--- config.mk ---
export PLATFORM = sky130hd
export DESIGN_NAME = cpu_bus_serializer_flat
export DESIGN_NICKNAME = d
export VERILOG_FILES = /design/src/rtl/cpu_bus_serializer_if.sv /design/src/rtl/cpu_bus_serializer.sv /design/src/flat_wrapper.sv
export SDC_FILE = /design/constraint.sdc
export NUM_CORES = 1
export LEC_CHECK = 0
export BUFFER_PORTS_ARGS = -buffer_cell sky130_fd_sc_hd__buf_2
export CORE_MARGIN = 4
export CORE_UTILIZATION = 60
export CTS_CLUSTER_SIZE = 16
export DETAILED_ROUTE_END_ITERATION = 10
export HOLD_SLACK_MARGIN = 0.1
export PLACE_DENSITY_LB_ADDON = 0.12
export RECOVER_POWER = 25
export SYNTH_ARGS = -nofsm -noshare
export SYNTH_HDL_FRONTEND = slang
export SYNTH_SLANG_ARGS = --single-unit
--- constraint.sdc ---
create_clock -name clk -period 24.6 [get_ports clk]
set_input_delay 1.23 -clock clk [delete_from_list [all_inputs] [get_ports clk]]
set_output_delay 1.23 -clock clk [all_outputs]
set_load 0.005 [all_outputs]
--- src/rtl/cpu_bus_serializer_if.sv ---
`timescale 1ns/1ps
// cpu_bus_serializer_if: groups the CPU-side request/response signals and the
// pin-side address/data/ready signals of the CPU bus serializer.
// The slave view belongs to the serializer; the master view belongs to whatever
// drives the CPU port and models the pads.
interface cpu_bus_serializer_if #(
  parameter int ADDR_W = 64,
  parameter int DATA_W = 64,
  parameter int PIN_W  = 8
);
  logic              cpu_req;
  logic              cpu_we;
  logic [ADDR_W-1:0] cpu_addr;
  logic [DATA_W-1:0] cpu_wdata;
  logic              cpu_ack;
  logic              cpu_err;
  logic [DATA_W-1:0] cpu_rdata;
  logic              busy;
  logic [PIN_W-1:0]  pin_out;
  logic [PIN_W-1:0]  pio_out;
  logic [PIN_W-1:0]  pio_oe;
  logic [PIN_W-1:0]  pio_in;
  logic              ext_rdy;

  modport slave (
    input  cpu_req, cpu_we, cpu_addr, cpu_wdata, pio_in, ext_rdy,
    output cpu_ack, cpu_err, cpu_rdata, busy, pin_out, pio_out, pio_oe
  );

  modport master (
    output cpu_req, cpu_we, cpu_addr, cpu_wdata, pio_in, ext_rdy,
    input  cpu_ack, cpu_err, cpu_rdata, busy, pin_out, pio_out, pio_oe
  );
endinterface

--- src/rtl/cpu_bus_serializer.sv ---
`timescale 1ns/1ps
// cpu_bus_serializer: bridges the CPU's wide parallel memory port onto narrow
// chip pins. A transaction sends the address LSB beat first, then (for writes)
// the data, then a one-beat command, waits for ext_rdy (with optional timeout),
// captures read data beat by beat, and finishes with a one-cycle cpu_ack.
// All outputs decode registered state only; no input reaches an output
// combinationally.
module cpu_bus_serializer #(
  parameter int ADDR_W   = 64,
  parameter int DATA_W   = 64,
  parameter int PIN_W    = 8,
  parameter int WAIT_MAX = 255
) (
  input  logic                 clk,
  input  logic                 rst,
  cpu_bus_serializer_if.slave  bus
);

  localparam int AB   = ADDR_W / PIN_W;
  localparam int DB   = DATA_W / PIN_W;
  localparam int MAXB = (AB > DB) ? AB : DB;
  localparam int BW   = ($clog2(MAXB) > 0) ? $clog2(MAXB) : 1;
  localparam int WW   = ($clog2(WAIT_MAX + 1) > 0) ? $clog2(WAIT_MAX + 1) : 1;

  localparam logic [BW-1:0] AB_LAST   = BW'(AB - 1);
  localparam logic [BW-1:0] DB_LAST   = BW'(DB - 1);
  localparam logic [WW-1:0] WAIT_LAST = (WAIT_MAX > 0) ? WW'(WAIT_MAX - 1) : '0;

  // Geometry that cannot be serialised cleanly is rejected at elaboration.
  if (PIN_W < 2) begin : g_bad_pin_w
    $error("cpu_bus_serializer: PIN_W must be at least 2");
  end
  if ((ADDR_W % PIN_W) != 0) begin : g_bad_addr_w
    $error("cpu_bus_serializer: ADDR_W must be a multiple of PIN_W");
  end
  if ((DATA_W % PIN_W) != 0) begin : g_bad_data_w
    $error("cpu_bus_serializer: DATA_W must be a multiple of PIN_W");
  end

  typedef enum logic [2:0] {
    S_IDLE,
    S_ADDR,
    S_WDATA,
    S_CMD,
    S_WAIT,
    S_RDATA,
    S_DONE
  } state_e;

  state_e            state_q, state_d;
  logic [BW-1:0]     beat_q;
  logic [WW-1:0]     wait_q;
  logic              we_q;
  logic [ADDR_W-1:0] addr_q;
  logic [DATA_W-1:0] wdata_q;
  logic [DATA_W-1:0] rd_buf_q;
  logic [DATA_W-1:0] rd_merged;
  logic [DATA_W-1:0] rdata_q;
  logic              err_q;
  logic              wait_expired;
  logic              timeout_hit;
  logic [PIN_W-1:0]  pin_d;
  logic [PIN_W-1:0]  pio_d;
  logic [PIN_W-1:0]  oe_d;

  // Timeout fires on the WAIT_MAX-th consecutive not-ready cycle; ready wins.
  assign wait_expired = (WAIT_MAX != 0) && (wait_q == WAIT_LAST) && !bus.ext_rdy;
  assign timeout_hit  = (state_q == S_WAIT) && wait_expired;

  // State register.
  // NOTE: sequential state uses non-blocking (<=) so every flop samples the
  // pre-edge values of its neighbours, independent of block ordering.
  always_ff @(posedge clk or posedge rst) begin
    if (rst) state_q <= S_IDLE;
    else     state_q <= state_d;
  end

  // Next-state decode for the transaction sequence.
  // NOTE: state_d gets a default before the case so no path leaves it
  // unassigned, which would otherwise infer a latch.
  always_comb begin
    state_d = state_q;
    case (state_q)
      S_IDLE:  if (bus.cpu_req) state_d = S_ADDR;
      S_ADDR:  if (beat_q == AB_LAST) state_d = we_q ? S_WDATA : S_CMD;
      S_WDATA: if (beat_q == DB_LAST) state_d = S_CMD;
      S_CMD:   state_d = S_WAIT;
      S_WAIT: begin
        if (bus.ext_rdy)       state_d = we_q ? S_DONE : S_RDATA;
        else if (wait_expired) state_d = S_DONE;
      end
      S_RDATA: if (beat_q == DB_LAST) state_d = S_DONE;
      S_DONE:  state_d = S_IDLE;
      default: state_d = S_IDLE;
    endcase
  end

  // Beat counter restarts on every state change; wait counter restarts in CMD
  // so it is zero on WAIT entry and counts only not-ready WAIT cycles.
  always_ff @(posedge clk or posedge rst) begin
    if (rst) begin
      beat_q <= '0;
      wait_q <= '0;
    end else begin
      if (state_d != state_q) beat_q <= '0;
      else if (state_q inside {S_ADDR, S_WDATA, S_RDATA}) beat_q <= beat_q + 1'b1;

      if (state_q == S_CMD) wait_q <= '0;
      else if (state_q == S_WAIT && !bus.ext_rdy) wait_q <= wait_q + 1'b1;
    end
  end

  // Shadow the request on acceptance; CPU inputs are ignored until the next IDLE.
  // NOTE: the shadow registers are reset even though they are reloaded before
  // use, so the pins decode to a known zero from reset onward.
  always_ff @(posedge clk or posedge rst) begin
    if (rst) begin
      we_q    <= 1'b0;
      addr_q  <= '0;
      wdata_q <= '0;
    end else if (state_q == S_IDLE && bus.cpu_req) begin
      we_q    <= bus.cpu_we;
      addr_q  <= bus.cpu_addr;
      wdata_q <= bus.cpu_wdata;
    end
  end

  // Read buffer with the current pio_in beat merged in at its lane.
  always_comb begin
    rd_merged = rd_buf_q;
    rd_merged[beat_q*PIN_W +: PIN_W] = bus.pio_in;
  end

  // Collect read beats; publish to cpu_rdata only at completion so the CPU view
  // stays stable between acks. Timeout clears it; writes leave it alone.
  always_ff @(posedge clk or posedge rst) begin
    if (rst) begin
      rd_buf_q <= '0;
      rdata_q  <= '0;
    end else if (state_q == S_RDATA) begin
      rd_buf_q <= rd_merged;
      if (beat_q == DB_LAST) rdata_q <= rd_merged;
    end else if (timeout_hit) begin
      rdata_q <= '0;
    end
  end

  // Error flag is decided on the edge that enters DONE.
  always_ff @(posedge clk or posedge rst) begin
    if (rst) err_q <= 1'b0;
    else if (state_d == S_DONE && state_q != S_DONE) err_q <= timeout_hit;
  end

  // Pin decode from state, beat counter and shadow registers.
  always_comb begin
    pin_d = '0;
    pio_d = '0;
    oe_d  = '0;
    case (state_q)
      S_ADDR: pin_d = addr_q[beat_q*PIN_W +: PIN_W];
      S_WDATA: begin
        pio_d = wdata_q[beat_q*PIN_W +: PIN_W];
        oe_d  = '1;
      end
      S_CMD: begin
        pin_d[1] = we_q;
        pin_d[0] = 1'b1;
      end
      default: ;
    endcase
  end

  assign bus.pin_out   = pin_d;
  assign bus.pio_out   = pio_d;
  assign bus.pio_oe    = oe_d;
  assign bus.cpu_ack   = (state_q == S_DONE);
  assign bus.cpu_err   = (state_q == S_DONE) && err_q;
  assign bus.cpu_rdata = rdata_q;
  assign bus.busy      = (state_q != S_IDLE);

endmodule
--- src/flat_wrapper.sv ---
// flat-port wrapper written by rule: the top's interface ports become plain ports
module cpu_bus_serializer_flat 
#(
  parameter int ADDR_W   = 64,
  parameter int DATA_W   = 64,
  parameter int PIN_W    = 8,
  parameter int WAIT_MAX = 255
)
  (clk, rst, bus_cpu_req, bus_cpu_we, bus_cpu_addr, bus_cpu_wdata, bus_pio_in, bus_ext_rdy, bus_cpu_ack, bus_cpu_err, bus_cpu_rdata, bus_busy, bus_pin_out, bus_pio_out, bus_pio_oe);
  cpu_bus_serializer_if #(.ADDR_W(ADDR_W), .DATA_W(DATA_W), .PIN_W(PIN_W)) bus_i ();
  input  logic clk;
  input  logic rst;
  input wire logic [$bits(bus_i.cpu_req)-1:0] bus_cpu_req;
  input wire logic [$bits(bus_i.cpu_we)-1:0] bus_cpu_we;
  input wire logic [$bits(bus_i.cpu_addr)-1:0] bus_cpu_addr;
  input wire logic [$bits(bus_i.cpu_wdata)-1:0] bus_cpu_wdata;
  input wire logic [$bits(bus_i.pio_in)-1:0] bus_pio_in;
  input wire logic [$bits(bus_i.ext_rdy)-1:0] bus_ext_rdy;
  output wire logic [$bits(bus_i.cpu_ack)-1:0] bus_cpu_ack;
  output wire logic [$bits(bus_i.cpu_err)-1:0] bus_cpu_err;
  output wire logic [$bits(bus_i.cpu_rdata)-1:0] bus_cpu_rdata;
  output wire logic [$bits(bus_i.busy)-1:0] bus_busy;
  output wire logic [$bits(bus_i.pin_out)-1:0] bus_pin_out;
  output wire logic [$bits(bus_i.pio_out)-1:0] bus_pio_out;
  output wire logic [$bits(bus_i.pio_oe)-1:0] bus_pio_oe;
  assign bus_i.cpu_req = bus_cpu_req;
  assign bus_i.cpu_we = bus_cpu_we;
  assign bus_i.cpu_addr = bus_cpu_addr;
  assign bus_i.cpu_wdata = bus_cpu_wdata;
  assign bus_i.pio_in = bus_pio_in;
  assign bus_i.ext_rdy = bus_ext_rdy;
  assign bus_cpu_ack = bus_i.cpu_ack;
  assign bus_cpu_err = bus_i.cpu_err;
  assign bus_cpu_rdata = bus_i.cpu_rdata;
  assign bus_busy = bus_i.busy;
  assign bus_pin_out = bus_i.pin_out;
  assign bus_pio_out = bus_i.pio_out;
  assign bus_pio_oe = bus_i.pio_oe;
  cpu_bus_serializer #(.ADDR_W(ADDR_W), .DATA_W(DATA_W), .PIN_W(PIN_W), .WAIT_MAX(WAIT_MAX)) u_core (.clk(clk), .rst(rst), .bus(bus_i));
endmodule
==> qor.csv <==
stage,metric,value,unit
outcome,outcome,"finished, violations left",
outcome,violations,"capacitance limit, slew limit",
place,place_hpwl,19600,um
setup_path,worst_path_max_delay_cell,clkinvlp_2,
logic_synthesis,synth_top_area_frac,0.5355,
setup_path,path_buf_inv,3,
setup_path,reg2reg_setup_slack,20.12,ns
cells_and_area,fill_cells,1443,
logic_synthesis,synth.most_common_cell,dfrtp_1,
logic_synthesis,synth.distinct_cells,66,
sta,setup_violations,0,
setup_path,worstPathMaxFanout,131,
setup_path,crit_type,in -> async,
clock_tree,cts_sinks,272,
clock_tree,root_buffer,clkbuf_16,
logic_synthesis,synthArstFlopShare,1.000,
clock_tree,ctsResizeCount,0,
floorplanning,start_util,0.6182,
sta,finalSetupTns,0,ns
detailed_routing,firstDrtPassIters,5,
cells_and_area,final_nets,1284,
logic_synthesis,syn-cell-area,0.01271,mm2
sta,fmax,0.1891,GHz
setup_path,critPathLaunchType,input port,
min_path,worstHoldStart,u_core.rd_buf_q[3],
logic_synthesis,avgSynthCellArea,13.55,um2
sta,slew_violations,181,
global_routing,grt_pass1_vias,8890,
min_path,hold_depth,2,
clock_tree,holdBufCountCts,0,
place,globalplace.congestion,0.8379,
setup_path,arrival,5.81,ns
floorplanning,die_y,153.5,um
logic_synthesis,yosys-top-cells-area,"dfrtp_1 54%, mux2_2 16%, mux4_2 5.7%",
floorplanning,die_area,0.02358,mm2
setup_path,cp_cell_sequence,"buf_2, clkinvlp_2, buf_4",
power_and_ir_drop,peakVddDrop,0.07205,mV
logic_synthesis,synth_seq_area_share,0.5355,
detailed_routing,vias,8479,
floorplanning,io_pins,232,
sta,min_period,5.288,ns
sta,hold_slack,0.4829,ns
global_routing,overflow,0,
clock_tree,cts_tree,built,
logic_synthesis,synth_top_area_cell,dfrtp_1,
sta,rsz0062_at_grt,false,
clock_tree,cts.path.max_buffers,3,
floorplanning,num_rows,52,
setup_path,rr_startpoint,u_core.state_q[0],
cells_and_area,drive_gt1_frac,0.4542,
setup_path,worstSetupEndpointType,asynchronous set/reset pin,
min_path,min_path_type,reg -> reg,
detailed_routing,ant_nets,0,
sta,worst_pin_slew,5.810,ns
sta,fin_crit_sh,0.2150,
sta,hold_violations,0,
power_and_ir_drop,p_per_area,116.6,mW/mm2
detailed_routing,drt-initial-drc-count,386,
logic_synthesis,postSynthCellCount,938,
clock_tree,cts.reportedPaths.clkPinSlew,0.06,ns
global_routing,grt_pass1_wl,47720,um
logic_synthesis,ys_ff_latch,272,
cells_and_area,final_util,0.7211,
logic_synthesis,syn_nets,1087,
detailed_routing,routedWlPerCell,20.60,um
power_and_ir_drop,leakagePower,0.007235,uW
cells_and_area,area_delta_synth_final,16.65,%
global_routing,antenna_found_initial,7,
clock_tree,cts_inserted_buffers,29,
setup_path,critPathTopFamily,buffers and inverters,
min_path,hold_path_end,u_core.rd_buf_q[3],
floorplanning,core_area,0.02056,mm2
place,dp_cells,1374,
logic_synthesis,yosysWarnings,0,
setup_path,required,25.12,ns
global_routing,grt_usage,0.2477,
logic_synthesis,synth_commonest_cells,"272 x dfrtp_1, 186 x mux2_2, 80 x a22o_1",
setup_path,r2r_cells,4,
floorplanning,die_w,153.5,um
clock_tree,post_cts_buffers,0,
flow_run,maxCapViolations,2,
logic_synthesis,synth_edf_count,0,
cells_and_area,finalNonFillerCells,1430,
setup_path,reg2reg_to,u_core.addr_q[10],
place,io_buffers,231,
detailed_routing,drt-total-wl,29450,um
detailed_routing,drc,0,
global_routing,grt_max_degree,132,
logic_synthesis,synth_top_flop_cell,dfrtp_1,
setup_path,crit_path_max_incr_delay,3.21,ns
sta,finalClockSkew,0.01650,ns
clock_tree,clock_latency,0.54,ns
clock_tree,cts_max_level,1,
sta,slew_headroom,-2.895,
detailed_routing,viasPerCell,5.929,
## logic make-up after synthesis
logic type	synth area share
flops	0.5355
fa+ha+maj	0.007876
compound gates	0.1019
buf+inv	0.04302
simple gates	0.06330
xor+xnor	0.002757
mux	0.2456
## report_power, final
group	switching (uW)	internal, uW	leakage [uW]
combinational	274	298	0.00330
clock	176	271	0.000496
sequential	100	609	0.00343
total	551	1180	0.00724
## worst max-delay path by stage
| stage | start | end | slack, ns | cells after the start |
|---|---|---|---|---|
| after floorplan | rst | u_core.addr_q[0] | 15.87 | 1 |
| after global placement | u_core.beat_q[2] | u_core.bus.cpu_rdata[8] | 20.26 | 6 |
| after detailed placement | u_core.beat_q[2] | u_core.bus.cpu_rdata[14] | 20.15 | 6 |
| after CTS | u_core.beat_q[2] | u_core.bus.cpu_rdata[14] | 20.08 | 6 |
| after global routing | rst | u_core.rd_buf_q[12] | 18.35 | 3 |
| final | rst | u_core.rd_buf_q[30] | 19.31 | 3 |
## worst reg2reg max path, delay by kind of cell, from the launching register on
family	cells	cell delay, ns
buffers and inverters	2	2.93
flip-flops	1	0.67
multiplexers	1	0.47
AND/OR/NAND/NOR	1	0.31
## registers in the layout, summed over array words and instances (netlist names)
register	count
u_core.addr_q	64
u_core.bus.cpu_rdata	64
u_core.rd_buf_q	64
u_core.wdata_q	64
u_core.wait_q	8
u_core.beat_q	3
u_core.state_q	3
u_core.err_q	1
u_core.we_q	1
## metrics by stage
stage | cell area (um2) | setup WS [ns] | power [uW]
global route | 14820 | 18.35 | 1831
finish | 14830 | 19.31 | 1728
detailed placement | 13860 | 20.15 | 1286
floorplan | 12710 | 15.87 | 1152
CTS | 14860 | 20.08 | 1740
global placement | 13860 | 20.26 | 1266
## placed cells by master (no fill, tap or decap), drive strengths merged, types with 5 or more instances in the layout
cell | Yosys | layout
o211a | 5 | 5
ha | 8 | 8
nand2 | 68 | 68
nand4 | 6 | 6
nor3 | 6 | 6
a21oi | 22 | 22
clkinv | 1 | 6
a22o | 80 | 80
o21ai | 11 | 11
buf | 58 | 239
mux2i | 25 | 25
clkbuf | 17 | 48
nand3 | 12 | 12
dfrtp | 272 | 272
and3 | 5 | 5
inv | 27 | 27
nor4 | 6 | 6
mux4 | 32 | 32
o22ai | 9 | 9
mux2 | 191 | 191
a31oi | 13 | 13
nor2 | 19 | 19
## per-layer routing
layer  GRT usage  wire (um)
met1      0.3203      11950
met2      0.4220      14650
met3     0.07195       2159
met4     0.05172        608
met5           0         76
## cell type report
cell class | instances | area (um2) | share of cell area
clock inverters | 8 | 97.59 | 0.006583
repair buffers | 241 | 1226 | 0.08271
inverters | 28 | 106.4 | 0.007174
diodes | 2 | 5.005 | 0.0003376
flip-flops and latches | 272 | 6809 | 0.4593
well taps | 270 | 337.8 | 0.02279
clock buffers | 46 | 899.6 | 0.06068
multi-input cells | 563 | 5344 | 0.3605
(Power assumes the default switching activity.)
